**src/rtl/hazard_scoreboard_unit.sv**
```systemverilog
// Hazard detection and forwarding for the pipeline, built on a shift-register
// scoreboard of in-flight instructions (EX, MEM_LAT memory stages, WB).
module hazard_scoreboard_unit #(
    parameter int REG_AW  = 5,
    parameter int MEM_LAT = 1,
    parameter int CNT_W   = 16
) (
    input  logic                         clk,
    input  logic                         rst,
    input  logic                         id_valid,
    input  logic [REG_AW-1:0]            id_rs,
    input  logic [REG_AW-1:0]            id_rt,
    input  logic                         id_uses_rs,
    input  logic                         id_uses_rt,
    input  logic [REG_AW-1:0]            id_rd,
    input  logic                         id_reg_write,
    input  logic                         id_is_load,
    input  logic                         id_is_branch,
    input  logic                         flush,
    input  logic                         mem_busy,
    output logic                         pc_load,
    output logic                         IFID_Ld,
    output logic                         bubble,
    output logic                         ex_hold,
    output logic [$clog2(MEM_LAT+2)-1:0] fwd_ex_a,
    output logic [$clog2(MEM_LAT+2)-1:0] fwd_ex_b,
    output logic [$clog2(MEM_LAT+2)-1:0] fwd_id_a,
    output logic [$clog2(MEM_LAT+2)-1:0] fwd_id_b,
    output logic [CNT_W-1:0]             stall_cycles
);

    localparam int D  = MEM_LAT + 2;
    localparam int SW = $clog2(D);

    // Scoreboard: index 0 = EX, 1..MEM_LAT = memory stages, D-1 = WB.
    logic [D-1:0]             sb_valid;
    logic [D-1:0]             sb_reg_write;
    logic [D-1:0]             sb_is_load;
    logic [D-1:0][REG_AW-1:0] sb_rd;
    logic [REG_AW-1:0]        ex_rs;
    logic [REG_AW-1:0]        ex_rt;
    logic                     ex_uses_rs;
    logic                     ex_uses_rt;

    logic [D-1:0] live;
    logic [D-1:0] wr_id_a;
    logic [D-1:0] wr_id_b;
    logic [D-1:0] wr_ex_a;
    logic [D-1:0] wr_ex_b;
    logic [D-1:0] load_ready;
    logic [D-1:0] lu_window;
    logic [D-1:0] br_load_window;
    logic [D-1:0] stage0;
    logic [D-1:0] eligible;
    logic         load_stall;
    logic         branch_stall;
    logic         stall;
    logic         issue;

    // Youngest eligible producer in stages 1..D-1; 0 selects the register file.
    function automatic logic [SW-1:0] pick_stage(input logic [D-1:0] m);
        pick_stage = '0;
        for (int unsigned k = D - 1; k >= 1; k--) begin
            if (m[k]) pick_stage = SW'(k);
        end
    endfunction

    always_comb begin
        live           = '0;
        wr_id_a        = '0;
        wr_id_b        = '0;
        wr_ex_a        = '0;
        wr_ex_b        = '0;
        load_ready     = '0;
        lu_window      = '0;
        br_load_window = '0;
        stage0         = '0;
        for (int unsigned k = 0; k < D; k++) begin
            live[k]           = sb_valid[k] & sb_reg_write[k] & (sb_rd[k] != '0);
            wr_id_a[k]        = live[k] & id_uses_rs & (sb_rd[k] == id_rs);
            wr_id_b[k]        = live[k] & id_uses_rt & (sb_rd[k] == id_rt);
            wr_ex_a[k]        = live[k] & sb_valid[0] & ex_uses_rs & (sb_rd[k] == ex_rs);
            wr_ex_b[k]        = live[k] & sb_valid[0] & ex_uses_rt & (sb_rd[k] == ex_rt);
            load_ready[k]     = (k == D - 1);
            lu_window[k]      = (k <= D - 3);
            br_load_window[k] = (k <= D - 2);
            stage0[k]         = (k == 0);
        end
    end

    // A load only has data once it reaches WB.
    assign eligible = ~sb_is_load | load_ready;

    assign load_stall   = |((wr_id_a | wr_id_b) & sb_is_load & lu_window);
    assign branch_stall = id_is_branch &
                          (|((wr_id_a | wr_id_b) &
                             ((~sb_is_load & stage0) | (sb_is_load & br_load_window))));
    assign stall = id_valid & (load_stall | branch_stall);
    assign issue = id_valid & ~stall & ~flush;

    assign fwd_ex_a = pick_stage(wr_ex_a & eligible);
    assign fwd_ex_b = pick_stage(wr_ex_b & eligible);
    assign fwd_id_a = pick_stage(wr_id_a & eligible);
    assign fwd_id_b = pick_stage(wr_id_b & eligible);

    always_comb begin
        pc_load = 1'b1;
        IFID_Ld = 1'b1;
        bubble  = 1'b0;
        ex_hold = 1'b0;
        if (mem_busy) begin
            pc_load = 1'b0;
            IFID_Ld = 1'b0;
            ex_hold = 1'b1;
        end else if (stall) begin
            pc_load = 1'b0;
            IFID_Ld = 1'b0;
            bubble  = 1'b1;
        end else if (flush) begin
            bubble  = 1'b1;
        end
    end

    always_ff @(posedge clk or negedge rst) begin
        if (!rst) begin
            sb_valid     <= '0;
            sb_reg_write <= '0;
            sb_is_load   <= '0;
            sb_rd        <= '0;
            ex_rs        <= '0;
            ex_rt        <= '0;
            ex_uses_rs   <= 1'b0;
            ex_uses_rt   <= 1'b0;
            stall_cycles <= '0;
        end else if (!mem_busy) begin
            sb_valid     <= {sb_valid[D-2:0], issue};
            sb_reg_write <= {sb_reg_write[D-2:0], issue & id_reg_write};
            sb_is_load   <= {sb_is_load[D-2:0], issue & id_is_load};
            sb_rd        <= {sb_rd[D-2:0], (issue ? id_rd : {REG_AW{1'b0}})};
            ex_rs        <= issue ? id_rs : '0;
            ex_rt        <= issue ? id_rt : '0;
            ex_uses_rs   <= issue & id_uses_rs;
            ex_uses_rt   <= issue & id_uses_rt;
            if (stall && (stall_cycles != '1))
                stall_cycles <= stall_cycles + CNT_W'(1);
        end
    end

endmodule
```
**config.mk**
```make
export PLATFORM = sky130hd
export DESIGN_NAME = hazard_scoreboard_unit
export DESIGN_NICKNAME = d
export VERILOG_FILES = /design/src/rtl/hazard_scoreboard_unit.sv
export SDC_FILE = /design/constraint.sdc
export NUM_CORES = 1
export LEC_CHECK = 0
export CAP_MARGIN = 20
export CORE_MARGIN = 2
export CORE_UTILIZATION = 53
export CTS_BUF_LIST = sky130_fd_sc_hd__clkbuf_8
export CTS_CLUSTER_SIZE = 20
export DETAILED_ROUTE_END_ITERATION = 8
export PLACE_DENSITY = 0.81
export REMOVE_ABC_BUFFERS = 1
export SLEW_MARGIN = 20
export SYNTH_ARGS = -nofsm -noshare
export SYNTH_HDL_FRONTEND = slang
export SYNTH_SLANG_ARGS = --single-unit
```
**constraint.sdc**
```tcl
create_clock -name clk -period 3.6 [get_ports clk]
set_clock_uncertainty 0.15 [all_clocks]
set_input_delay 1.08 -clock clk [delete_from_list [all_inputs] [get_ports clk]]
set_output_delay 1.08 -clock clk [all_outputs]
set_load 0.01 [all_outputs]
```
# --- Yosys cells after proc, flatten, opt, wreduce, memory -nomap -nowiden ---
# Index checks and enable logic that the tools add are counted.
word_totals:
  ff_bits: 51
  inputBits: 25
  output_inout_bits: 28
  word_cells: 102
classes:
  n_addsub: 1
  eq_ne: 13
  mux: 17
  bitwise: 54
  reduce_logical: 6
op_table:
  columns: ["cell", "count"]
  rows:
  - ["equality test 5 bit", 12]
  - ["bitwise AND 1 bit", 42]
  - ["adder 16 x 1 -> 16 bit, second input constant", 1]
  - ["2-to-1 mux 2 bit", 8]
  - ["!= test 16 bit, second input constant", 1]
  - ["2-to-1 mux 5 bit", 3]
  - ["nonzero test 5 bit", 3]
  - ["bitwise AND 3 bit", 4]
  - ["2-to-1 mux 1 bit", 6]
  - ["bitwise AND 3 x 2 -> 3 bit", 1]
  - ["NOT 1 bit", 3]
  - ["OR 3 bit", 1]
  - ["OR reduction 3 bit", 1]
  - ["NOT 2 bit", 1]
  - ["OR 1 x 2 -> 2 bit", 1]
  - ["AND reduction 2 bit", 1]
  - ["logical AND 1 bit", 1]
  - ["OR 1 bit", 1]

# --- Longest topological paths before layout ---
# Gate-level depths: netlist of run 1.
depth:
  ltp_word: 14
  depth_mapped: 9
  depth_no_buf: 7

# --- Least setup slack after synthesis of run 1 ---
# Ideal clock, no wire load.
synth_path:
  kind: "input to output"
  startpoint: "in id_rs[4]"
  endpoint: "out pc_load"
  t_arrival_ns: 2.333
  t_required_ns: 2.370
  slack_ns: 0.037
  cell_stages: 7
  path_cell_list: "xor2_1 nor4_1 nand3_1 a221o_1 nand2_1 a21oi_1 buf_4"
synth_between:
  elab_chain_cells: 10
  word_cells_on_any_way: 15
  cone_classes: "eq/ne: 3; mux: 2; bitwise: 9; reduce/logical: 1"
synth_rtl:
  columns: ["element", "line_no", "source"]
  rows:
  - ["start, declared", "11", "input logic [REG_AW-1:0] id_rs,"]
  - ["equality test 5 bit", "80", "wr_id_a[k] = live[k] & id_uses_rs & (sb_rd[k] == id_rs);"]
  - ["bitwise AND 1 bit", "80", null]
  - ["OR 3 bit *", "96", "(|((wr_id_a | wr_id_b) &"]
  - ["bitwise AND 3 x 2 -> 3 bit", "96", null]
  - ["OR reduction 3 bit", "96", null]
  - ["bitwise AND 1 bit", "95", "assign branch_stall = id_is_branch &"]
  - ["OR 1 bit *", "98", "assign stall = id_valid & (load_stall | branch_stall);"]
  - ["bitwise AND 1 bit *", "98", null]
  - ["2-to-1 mux 1 bit * (2 in series)", null, null]
  - ["end, declared", "21", "output logic pc_load,"]
# Mark *: on every way between the ends. The rest lies on a longest branch, timed or not.

# --- Final worst setup path of run 1 ---
layout_path:
  startpoint: "in id_rs[4]"
  endpoint: "out bubble"
layout_between:
  elab_chain_cells: 10
  word_cells_on_any_way: 15
  cone_classes: "eq/ne: 3; mux: 2; bitwise: 9; reduce/logical: 1"
layout_rtl:
  columns: ["element", "line_no", "source"]
  rows:
  - ["equality test 5 bit", "80", null]
  - ["bitwise AND 1 bit", "80", null]
  - ["OR 3 bit *", "96", null]
  - ["bitwise AND 3 x 2 -> 3 bit", "96", null]
  - ["OR reduction 3 bit", "96", null]
  - ["bitwise AND 1 bit", "95", null]
  - ["OR 1 bit *", "98", null]
  - ["bitwise AND 1 bit *", "98", null]
  - ["2-to-1 mux 1 bit *", "115", "end else if (stall) begin"]
  - ["2-to-1 mux 1 bit *", "111", "if (mem_busy) begin"]
  - ["end, declared", "23", "output logic bubble,"]
# Marked as above.

==> results.md, run 1 <==
- Chip height: 76.40 um
- Routed Antenna Nets: 0
- Max-slew headroom: 31.46%
- Drt total wl: 6916 um
- DR WL/cell: 17.51 um
- Drt first pass iters: 6
- Seq pwr share: 53.4%
- Yosys cell types: 35
- Placed Cells: 380
- Peak VDD IR: 0.2865 mV
- Post-synthesis sequential area ratio: 45.95%
- First-pass GRT wire length: 11010 um
- Fin. Hold Viols: 0
- Leak: 0.001686 uW
- Min Clock Period, post-route: 3.705 ns
- Crit Reg-Reg Endpoint: ex_uses_rs
- PnR worst setup slack: -0.1055 ns
- Worst reg2reg startpoint: sb_rd[7]
- Share of the synthesized area in the top cell type: 45.95%
- Worst-Margin Slew: 1.022 ns
- Port bufs: 52
- CTS tree: done
- Grt total ovfl: 0
- Power share of the clock group: 27.5%
- CTS sink cnt: 51
- IO Pins: 53
- Row count: 26
- CTS Buf Count: 5
- P&R area growth vs syn: 33.24%
- Startpoint types: primary input
- CP top delay family: simple AND/OR/NAND/NOR gates
- Core area: 5075 um^2
- Die outline area: 5836 um^2
- Die width: 76.40 um
- Fin nets: 350
- GRT Total Usage: 24.22%
- Cell Int Power: 865.1 uW
- PD cells: 325.0 nW/um^2
- Setup TNS Final: -0.3058 ns
- Crit-path max cell delay: 0.39 ns
- Slew Limit Fails: 0
- Dominant cells by area after synthesis: dfrtp_1, xnor2_1, xor2_1
- Initial antenna violation count: 0
- Max clock buf depth: 2
- Largest fanout on the critical path: 3
- Iteration-0 DRC Markers: 163
- Syn Area/Cell: 11.34 um^2
- Worst-path clk slew: 0.09 ns
- Fmax: 269.9 MHz
- Routability cong.: 0.9272
- CTS root buffer: clkbuf_8
- Post-synthesis async set-or-reset flop share: 100.0%
- CTS H-tree lvls: 2
- Largest net degree at the start of global routing: 36
- Register bit total from synthesis: 51
- Worst Hold End: stall_cycles[7]
- Main synth FF type: dfrtp_1
- Status: finished, violations left
- Worst Hold Depth: 1
- Min-delay src: stall_cycles[7]
- Worst path slowest cell: a221o_1
- CP cell instances: buf_6 -> xor2_1 -> nor4_2 -> nand3_1 -> a221o_1 -> nand2_2 -> a21oi_2 -> nor2_1 -> buf_2
- Power Total: 1203 uW
- Reg2Reg Setup Slack: 0.81 ns
- Mapped cell area: 2778 um^2
- Final instance area: 3701 um^2
- Vias: 2219
- Synth warnings: 0
- WP buf/inv: 2
- Combinational Power Share: 19.1%
- Crit path kind: in -> out
- Worst r2r path cells: 7
- Max_cap viols: 0
- NetSw: 337.7 uW
- Final setup viols: 3
- Placed cell area: 3533 um^2
- Failing checks: negative setup slack
- Ant diodes: 0
- # DRC: 0
- Hold Crit Class: reg -> reg
- Share of layout cells above drive strength 1: 32.62%
- Worst EP arrival: 2.48 ns
- Critical Path RT: 2.37 ns
- Fill count: 376
- Synth area leader: dfrtp_1
- RSZ-0062 raised after global routing: true
- Vias in the first global route: 2202
- Sw Ratio: 28.07%
- Final period util: 102.9%
- DP HPWL: 5065 um
- Vias per cell: 5.618
- Cells after synthesis: 245
- Post-synth EDFFs: 0
- Non-Filler Instances: 395
- Initial core utilization: 54.73%
- CP Capture Type: primary output
- Worst-Skew Late Latency: 0.30 ns
## power by group through the flow
stage	clock network [uW]	logic [uW]	registers, uW
final	331	229	643
after floorplan	0	99.7	644
after global placement	0	202	652
after detailed placement	0	207	654
after CTS	342	212	642
after global routing	365	250	647
## worst register-to-register path, cell delays in order, from the launching register on
cell and delay, ns:
dfrtp_2 0.47, or3_1 0.35, o311a_4 0.36, o2111ai_4 0.09, nand2_2 0.11, nor3_2 0.82, buf_4 0.27, a22o_1 0.12
## metal layers
| metal | global-route usage [%] | vias up | wire, um |
|---|---|---|---|
| li1 | - | 1022 | - |
| met1 | 32.45 | 1090 | 2844 |
| met2 | 35.93 | 86 | 3318 |
| met3 | 7.701 | 21 | 516 |
| met4 | 11.27 | 0 | 237 |
| met5 | 0 | - | 0 |
## metrics by stage
step	worst slack, ns	util, %	hold WS, ns
6_report	-0.1055	72.93	0.3503
3_3_place_gp	-0.9991	69.63	0.3352
2_1_floorplan	0.09238	-	0.3233
4_1_cts	-0.1073	71.38	0.3496
3_5_place_dp	-1.017	69.63	0.3319
5_1_grt	-0.2203	72.93	0.3704
## Yosys cell counts (all sizes together), types with 2 or more instances
| master | number |
|---|---|
| xnor2 | 36 |
| nor2 | 5 |
| nand2 | 8 |
| mux2 | 16 |
| nand3 | 11 |
| buf | 10 |
| or4 | 2 |
| nand4 | 10 |
| xor2 | 29 |
| dfrtp | 51 |
| and2 | 3 |
| o211ai | 2 |
| a22o | 19 |
| and3 | 5 |
| nor3 | 6 |
| nor4 | 8 |
| a21oi | 3 |
| or3 | 2 |
| clkbuf | 9 |
## logic make-up (layout without fill, tap and decap cells)
family / count (synthesis) / count (layout) / share of synthesized area, %
xor gates and xnor gates: 65 / 65 / 20.50
and+or+nand+nor: 63 / 63 / 12.70
DFF: 51 / 51 / 45.95
AOI/OAI and AO/OA: 29 / 29 / 10.18
buffers and inverters: 20 / 100 / 3.738
muxes: 16 / 16 / 6.486
adders and majority gates: 1 / 1 / 0.4504
## registers in the layout (all words and copies together) (netlist names)
register,cells
ex_rs,5
ex_rt,5
ex_uses_rs,1
ex_uses_rt,1
sb_is_load,2
sb_rd,15
sb_reg_write,3
sb_valid,3
stall_cycles,16
## how the worst max path moves through the flow
stage	startpoint	to	slack [ns]	cells past startpoint
final	id_rs[4]	bubble	-0.11	9
after detailed placement	id_rt[2]	bubble	-1.02	9
after floorplan	id_rs[4]	bubble	0.09	7
after CTS	id_rt[2]	bubble	-0.11	9
after global placement	id_rs[3]	bubble	-1.0	9
after global routing	id_rs[4]	bubble	-0.22	9
## repair_timing
item,4_1_cts,5_1_grt
endpoints found under the hold margin,0,0
setup endpoints to repair,10,7
buffers inserted,1,6
hold buffers,0,0
gates resized for setup,83,12
pin swaps,12,3
## cell usage in the layout, fill, tap and decap left out, drive strengths merged
cell type / instances
clkbuf: 5
a22o: 19
nor4: 8
a21o: 1
a221o: 1
nand4: 10
ha: 1
a21oi: 3
a31o: 1
or3: 2
mux2: 16
nand3: 11
or4: 2
nand2b: 1
o311a: 1
buf: 55
nor3: 6
or2b: 1
nand2: 8
inv: 2
clkinv: 2
nor2b: 1
xor2: 29
and2: 3
nor2: 5
dlygate4sd2: 5
o211ai: 2
xnor2: 36
and3: 5
clkdlybuf4s50: 31
dfrtp: 51
o2111ai: 1
## final cells by class
class / count / area, um^2 / area share (%)
repair buffers: 91 / 774.5 / 20.93
multi-input cells: 174 / 1463 / 39.52
well taps: 70 / 87.58 / 2.366
inverters: 1 / 3.754 / 0.1014
clock inverters: 3 / 18.77 / 0.5071
flip-flops and latches: 51 / 1285 / 34.72
clock buffers: 5 / 68.82 / 1.859
Power figures use the tool's default switching activity.
==> run 2, diff against run 1 <==
--- a/config.mk
+++ b/config.mk
@@ -7,11 +7,10 @@
 export LEC_CHECK = 0
 export CAP_MARGIN = 20
 export CORE_MARGIN = 2
-export CORE_UTILIZATION = 53
+export CORE_UTILIZATION = 40
 export CTS_BUF_LIST = sky130_fd_sc_hd__clkbuf_8
 export CTS_CLUSTER_SIZE = 20
 export DETAILED_ROUTE_END_ITERATION = 8
-export PLACE_DENSITY = 0.81
 export REMOVE_ABC_BUFFERS = 1
 export SLEW_MARGIN = 20
 export SYNTH_ARGS = -nofsm -noshare
==> constraint.sdc (replaced) <==
create_clock -name clk -period 4.22 [get_ports clk]
set_clock_uncertainty 0.15 [all_clocks]
set_input_delay 1.266 -clock clk [delete_from_list [all_inputs] [get_ports clk]]
set_output_delay 1.266 -clock clk [all_outputs]
set_load 0.01 [all_outputs]
==> run 2 against run 1 <==
The run now ends clean. Highest routed layer unchanged. Flip-flop and latch count is the same. Wire length shrank 1.5%. Worst setup slack gained 0.16 ns. Hold slack lost 0.0018 ns. Cell area shrank 4.5%. Largest power group unchanged. Critical path depth is the same. Sequential share of layout area grew 1.4 points. Via count shrank 7.6%. Clock power shrank 10%. Largest cell class unchanged. Sequential power shrank 14%. Clock-buffer cell count grew 1.
==> results.md, run 2 (synthesis gave the netlist of run 1 again) <==
- Die outline area: 7627 um^2 (+31%)
- CTS H-tree lvls: 2 (unchanged)
- CTS tree: done
- CTS Buf Count: 5 (unchanged)
- Vias: 2051 (-7.6%)
- Reg2Reg Setup Slack: 1.45 ns (+0.64 ns)
- Non-Filler Instances: 388 (-1.8%)
- Drt first pass iters: 4 (-2)
- Final setup viols: 0 (-3)
- Status: finished, final reports clean
- Startpoint types: primary input
- Max clock buf depth: 2 (unchanged)
- Chip height: 87.33 um (+14%)
- Routability cong.: 0.8570 (-7.6%)
- Peak VDD IR: 0.1344 mV (-53%)
- Crit path to: bubble
- PD cells: 286.1 nW/um^2 (-12%)
- Core area: 6756 um^2 (+33%)
- Initial core utilization: 41.11% (-14 points)
- GRT Total Usage: 19.38% (-4.8 points)
- Top reg by flops: stall_cycles
- WP buf/inv: 2 (unchanged)
- CP top delay family: simple AND/OR/NAND/NOR gates
- Drt total wl: 6809 um (-1.5%)
- Min Clock Period, post-route: 4.167 ns
- DR WL/cell: 17.55 um (+0.23%)
- Hold Crit Class: reg -> reg
- Combinational Power Share: 15.7% (-3.4 points)
- CP Capture Type: primary output
- # DRC: 0 (unchanged)
- Grt total ovfl: 0 (unchanged)
- Min-delay src: stall_cycles[7]
- Worst-path clk slew: 0.09 ns (about the same)
- Seq pwr share: 54.9% (+1.5 points)
- Worst reg2reg startpoint: sb_rd[6]
- Cell Int Power: 731.9 uW (-15%)
- Vias per cell: 5.286 (-5.9%)
- P&R area growth vs syn: 27.21%
- Crit Reg-Reg Endpoint: ex_rt[3]
- Die width: 87.33 um (+14%)
- Fmax: 240.0 MHz
- Critical Path RT: 2.80 ns (+0.43 ns)
- Setup TNS Final: 0 ns (+0.3058 ns)
- Most frequent cells in the layout: dfrtp_1, xnor2_1, clkdlybuf4s50_1
- CTS sink cnt: 51 (unchanged)
- CP cell instances: buf_2 -> xor2_1 -> nor4_2 -> nand3_1 -> a221o_1 -> nand2_2 -> a21oi_2 -> nor2_1 -> buf_2
- Post-CTS Hold Fix Bufs: 0 (unchanged)
- Leak: 0.001598 uW (-5.2%)
- Worst-Skew Late Latency: 0.31 ns (about the same)
- Iteration-0 DRC Markers: 115 (-29%)
- Port bufs: 52 (unchanged)
- Fill count: 619 (+65%)
- Most frequent CP cell: buf_2
- Worst-Margin Slew: 0.7987 ns (-0.2237 ns)
- Final core utilization: 52.30% (-21 points)
- Crit. Startpoint: id_rt[2]
- Power Total: 1011 uW (-16%)
- DP HPWL: 5001 um (-1.3%)
- Fin nets: 333 (-4.9%)
- Largest fanout on the critical path: 4 (+1)
- Most common cell after layout, fill and taps aside: dfrtp_1
- Placed Cells: 377 (-0.79%)
- Worst path slowest cell: a221o_1
- Max_cap viols: 0 (unchanged)
- Row count: 30 (+15%)
- Sw Ratio: 27.59% (-0.48 points)
- Biggest regs: stall_cycles: 16 flops, sb_rd: 15 flops
- Worst EP arrival: 2.75 ns (+0.27 ns)
- Crit path kind: in -> out
- Share of layout cells above drive strength 1: 24.35% (-8.3 points)
- Crit-path max cell delay: 0.35 ns (-0.04 ns)
- IO Pins: 53 (unchanged)
- Power share of the clock group: 29.4% (+1.9 points)
- NetSw: 278.9 uW (-17%)
- Initial antenna violation count: 0 (unchanged)
- Vias in the first global route: 2112 (-4.1%)
- Slew Limit Fails: 0 (unchanged)
- Routed Antenna Nets: 0 (unchanged)
- Largest net degree at the start of global routing: 37 (+2.8%)
- Final period util: 98.75%
- Worst r2r path cells: 8 (+1)
- Ant diodes: 0 (unchanged)
- First-pass GRT wire length: 11210 um (+1.8%)
- Fin. Hold Viols: 0 (unchanged)
- CTS root buffer: clkbuf_8
- Max-slew headroom: 46.75% (+15 points)
- Crit. path cell count: 9 (unchanged)
- Max reg flops: 16 (unchanged)
-- run 2: cell types whose count changed in the layout (fill, tap and decap cells not counted), sizes merged --
cell           before  now
clkinv              2    1
dlymetal6s2s        0    1
buf                55   34
clkbuf              5    8
clkdlybuf4s15       0    1
dlygate4sd2         5    3
clkdlybuf4s50      31   33
-- run 2: layer usage --
layer | part of all wire, % | global-route usage [%]
met5 | 0 | 0
met4 | 1.7 | 5.874
met3 | 5.2 | 4.360
met2 | 47 | 30.10
met1 | 46 | 26.99
-- run 2: worst min-delay path by stage --
stage                      endpoint  cells after the start
finish              stall_cycles[7]                      1
global route        stall_cycles[7]                      1
CTS                 stall_cycles[7]                      1
detailed placement  stall_cycles[7]                      1
global placement    stall_cycles[7]                      1
floorplan                ex_uses_rs                      1
-- run 2: power by group through the flow --
| stage | Clock [uW] | Sequential (uW) | Combinational, uW |
|---|---|---|---|
| CTS | 308 | 554 | 161 |
| global route | 329 | 559 | 176 |
| detailed placement | 0 | 564 | 161 |
| floorplan | 0 | 550 | 85.1 |
| global placement | 0 | 564 | 160 |
| finish | 297 | 555 | 159 |
-- run 2: per-stage QoR --
step           area (um^2)  hold WS [ns]  setup WS (ns)
2_1_floorplan         2678        0.3233         0.3404
4_1_cts               3532        0.3545       0.006354
3_5_place_dp          3436        0.3384        -0.8168
5_1_grt               3533        0.3781      -0.001612
3_3_place_gp          3436        0.3300        -0.8039
6_report              3533        0.3486        0.05257
-- run 2: area by class of cell --
type	instances	area, um^2	area share, %
clock buffer	6	82.58	2.337
clock inverter	2	12.51	0.3541
inverter	1	3.754	0.1062
multi-input combinational	174	1438	40.69
sequential	51	1276	36.12
tap	80	100.1	2.833
timing repair buffer	74	620.6	17.56
-- run 2: timing repair --
item,in CTS,in global routing
buffers inserted,2,1
cloned,0,0
resized for setup,52,14
pin swaps,15,13
setup endpoints to repair,7,2
==> run 3, diff against run 2 <==
--- a/config.mk
+++ b/config.mk
@@ -7,7 +7,7 @@
 export LEC_CHECK = 0
 export CAP_MARGIN = 20
 export CORE_MARGIN = 2
-export CORE_UTILIZATION = 40
+export CORE_UTILIZATION = 30
 export CTS_BUF_LIST = sky130_fd_sc_hd__clkbuf_8
 export CTS_CLUSTER_SIZE = 20
 export DETAILED_ROUTE_END_ITERATION = 8
==> run 3 against run 2 <==
Die area increased by 32%. Clock-buffer cell count down 1. Critical path depth increased by 1. Combinational power increased by 8%. Sequential share of layout area shrank 1.3 points. Register-to-register slack lost 0.05 ns. Critical endpoint unchanged.
==> results.md, run 3 (synthesis gave the netlist of run 1 again) <==
- Worst EP arrival: 2.72 ns (-0.03 ns)
- Routability cong.: 0.8735 (+1.9%)
- Vias: 2086 (+1.7%)
- Status: finished, final reports clean
- Drt first pass iters: 4 (unchanged)
- Final setup viols: 0 (unchanged)
- CP cell instances: buf_8 -> xor2_1 -> nor4_2 -> buf_4 -> and3_4 -> o2111ai_4 -> nand2_4 -> a21oi_2 -> nor2_1 -> buf_2
- WP buf/inv: 3 (+1)
- CP top delay family: simple AND/OR/NAND/NOR gates
- IO Pins: 53 (unchanged)
- RSZ-0062 raised after global routing: true
- Die width: 100.2 um (+15%)
- Iteration-0 DRC Markers: 54 (-53%)
- Core area: 9109 um^2 (+35%)
- CP Capture Type: primary output
- Biggest regs: stall_cycles: 16 flops, sb_rd: 15 flops
- DR WL/cell: 16.88 um (-3.8%)
- Routed Antenna Nets: 0 (unchanged)
- Final instance area: 3669 um^2 (+3.8%)
- Chip height: 100.2 um (+15%)
- Vias per cell: 4.908 (-7.1%)
- Worst-path clk slew: 0.10 ns (about the same)
- Worst-Margin Slew: 0.8052 ns (+0.006486 ns)
- GRT met2 Usage: 23.44% (-6.7 points)
- Post-CTS Hold Fix Bufs: 0 (unchanged)
- Initial core utilization: 30.49% (-11 points)
- Final period util: 98.02% (-0.73 points)
- Fin. Hold Viols: 0 (unchanged)
- # DRC: 0 (unchanged)
- CTS tree: done
- PD cells: 290.4 nW/um^2 (+1.5%)
- Met1 Usage GRT: 20.36% (-6.6 points)
- Ant diodes: 0 (unchanged)
- Row count: 35 (+17%)
- Placed cell area: 3512 um^2 (+2.2%)
- Drt total wl: 7176 um (+5.4%)
- Crit path kind: in -> out
- Initial antenna violation count: 0 (unchanged)
- Slew Limit Fails: 0 (unchanged)
- Vias in the first global route: 2154 (+2.0%)
- GRT Total Usage: 14.71% (-4.7 points)
- Max_cap viols: 0 (unchanged)
- Max reg flops: 16 (unchanged)
- Largest net degree at the start of global routing: 37 (unchanged)
- Min Clock Period, post-route: 4.137 ns (-0.03091 ns)
- Crit-path max cell delay: 0.30 ns (-0.05 ns)
- Max-slew headroom: 46.32% (-0.43 points)
- Register Area: 1276 um^2 (unchanged)
- Most common cell after layout, fill and taps aside: dfrtp_1
- First-pass GRT wire length: 11540 um (+3.0%)
- Worst path slowest cell: nor4_2
- DP HPWL: 5269 um (+5.4%)
- CTS H-tree lvls: 2 (unchanged)
- CTS sink cnt: 51 (unchanged)
- Power Total: 1065 uW (+5.4%)
- Die outline area: 10050 um^2 (+32%)
- Multi-input logic area: 1439 um^2 (about the same)
- Most frequent cells in the layout: dfrtp_1, xnor2_1, clkdlybuf4s50_1
- Met3 Use GR: 3.830% (-0.53 points)
- Grt total ovfl: 0 (unchanged)
- Hold Crit Class: reg -> reg
- Share of layout cells above drive strength 1: 26.11% (+1.8 points)
- P&R area growth vs syn: 32.07%
- Fill count: 934 (+51%)
- Placed Cells: 413 (+9.5%)
- Critical Path RT: 2.80 ns (about the same)
- GR peak layer: met2
- Port bufs: 52 (unchanged)
- CTS root buffer: clkbuf_8
- Max clock buf depth: 2 (unchanged)
- Non-Filler Instances: 425 (+9.5%)
- Peak VDD IR: 0.1463 mV (+8.9%)
- CTS Buf Count: 5 (unchanged)
- Startpoint types: primary input
- Fin nets: 339 (+1.8%)
- Top reg by flops: stall_cycles
- Leak: 0.001642 uW (+2.8%)
- Fmax: 241.7 MHz (+0.75%)
- Largest fanout on the critical path: 3 (-1)
- Worst-Skew Late Latency: 0.30 ns (about the same)
## run 3: cell types whose count changed in the layout (fill, tap and decap cells not counted), sizes merged
cell           previous run  this run
buf                      34        40
clkinv                    1         2
inv                       2         1
clkbuf                    8         6
bufinv                    0         1
clkdlybuf4s15             1         2
## run 3: layer usage
metal  part of all wire [%]  wire, um
met1                     48      3422
met4                   0.53        38
met5                      0         0
met2                     46      3325
met3                    5.4       390
## run 3: through the flow
stage	setup WS [ns]	TNS, ns	util (%)	hold WS (ns)
2_1_floorplan	0.3404	0	-	0.3233
3_3_place_gp	-0.8406	-4.381	38.56	0.3321
3_5_place_dp	-0.8113	-4.187	38.56	0.3380
4_1_cts	0.008041	0	39.90	0.3547
5_1_grt	-0.04414	-0.04414	40.27	0.3728
6_report	0.08348	0	40.27	0.3472
## run 3: final timing paths
path	cells past startpoint	endpoint	slack (ns)	start
setup / recovery	10	bubble	0.08	id_rt[2]
hold / removal	1	stall_cycles[7]	0.35	stall_cycles[7]
setup reg to reg	11	stall_cycles[3]	1.40	sb_rd[7]
hold reg to reg	1	stall_cycles[7]	0.35	stall_cycles[7]
max in group asynchronous	2	sb_rd[14]	2.28	rst
min in group asynchronous	1	stall_cycles[10]	0.89	rst
## run 3: what timing repair did
action,in CTS,in global routing
gates resized for setup,55,20
pin swaps,9,11
endpoints found under the setup margin,7,5
hold endpoints to repair,0,0
setup buffers,2,2
## run 3: worst register-to-register path, delay by kind of cell, from the launching register on
family	cells	cell delay, ns
compound gates	2	0.39
xor+xnor	2	0.36
flops	1	0.54
buf+inv	4	0.67
simple gates	3	0.62
## run 3: report_power, final
group          internal (uW)  switching, uW  total (uW)
clock                    177            166         343
combinational           94.2           77.9         172
sequential               512           38.3         550
## run 3: cell type report
class / instances / area share [%]
clock buffer: 5 / 1.876
clock inverter: 3 / 1.194
inverter: 1 / 0.1023
multi-input combinational: 174 / 39.22
sequential: 51 / 34.79
tap: 111 / 3.786
timing repair buffer: 80 / 19.03
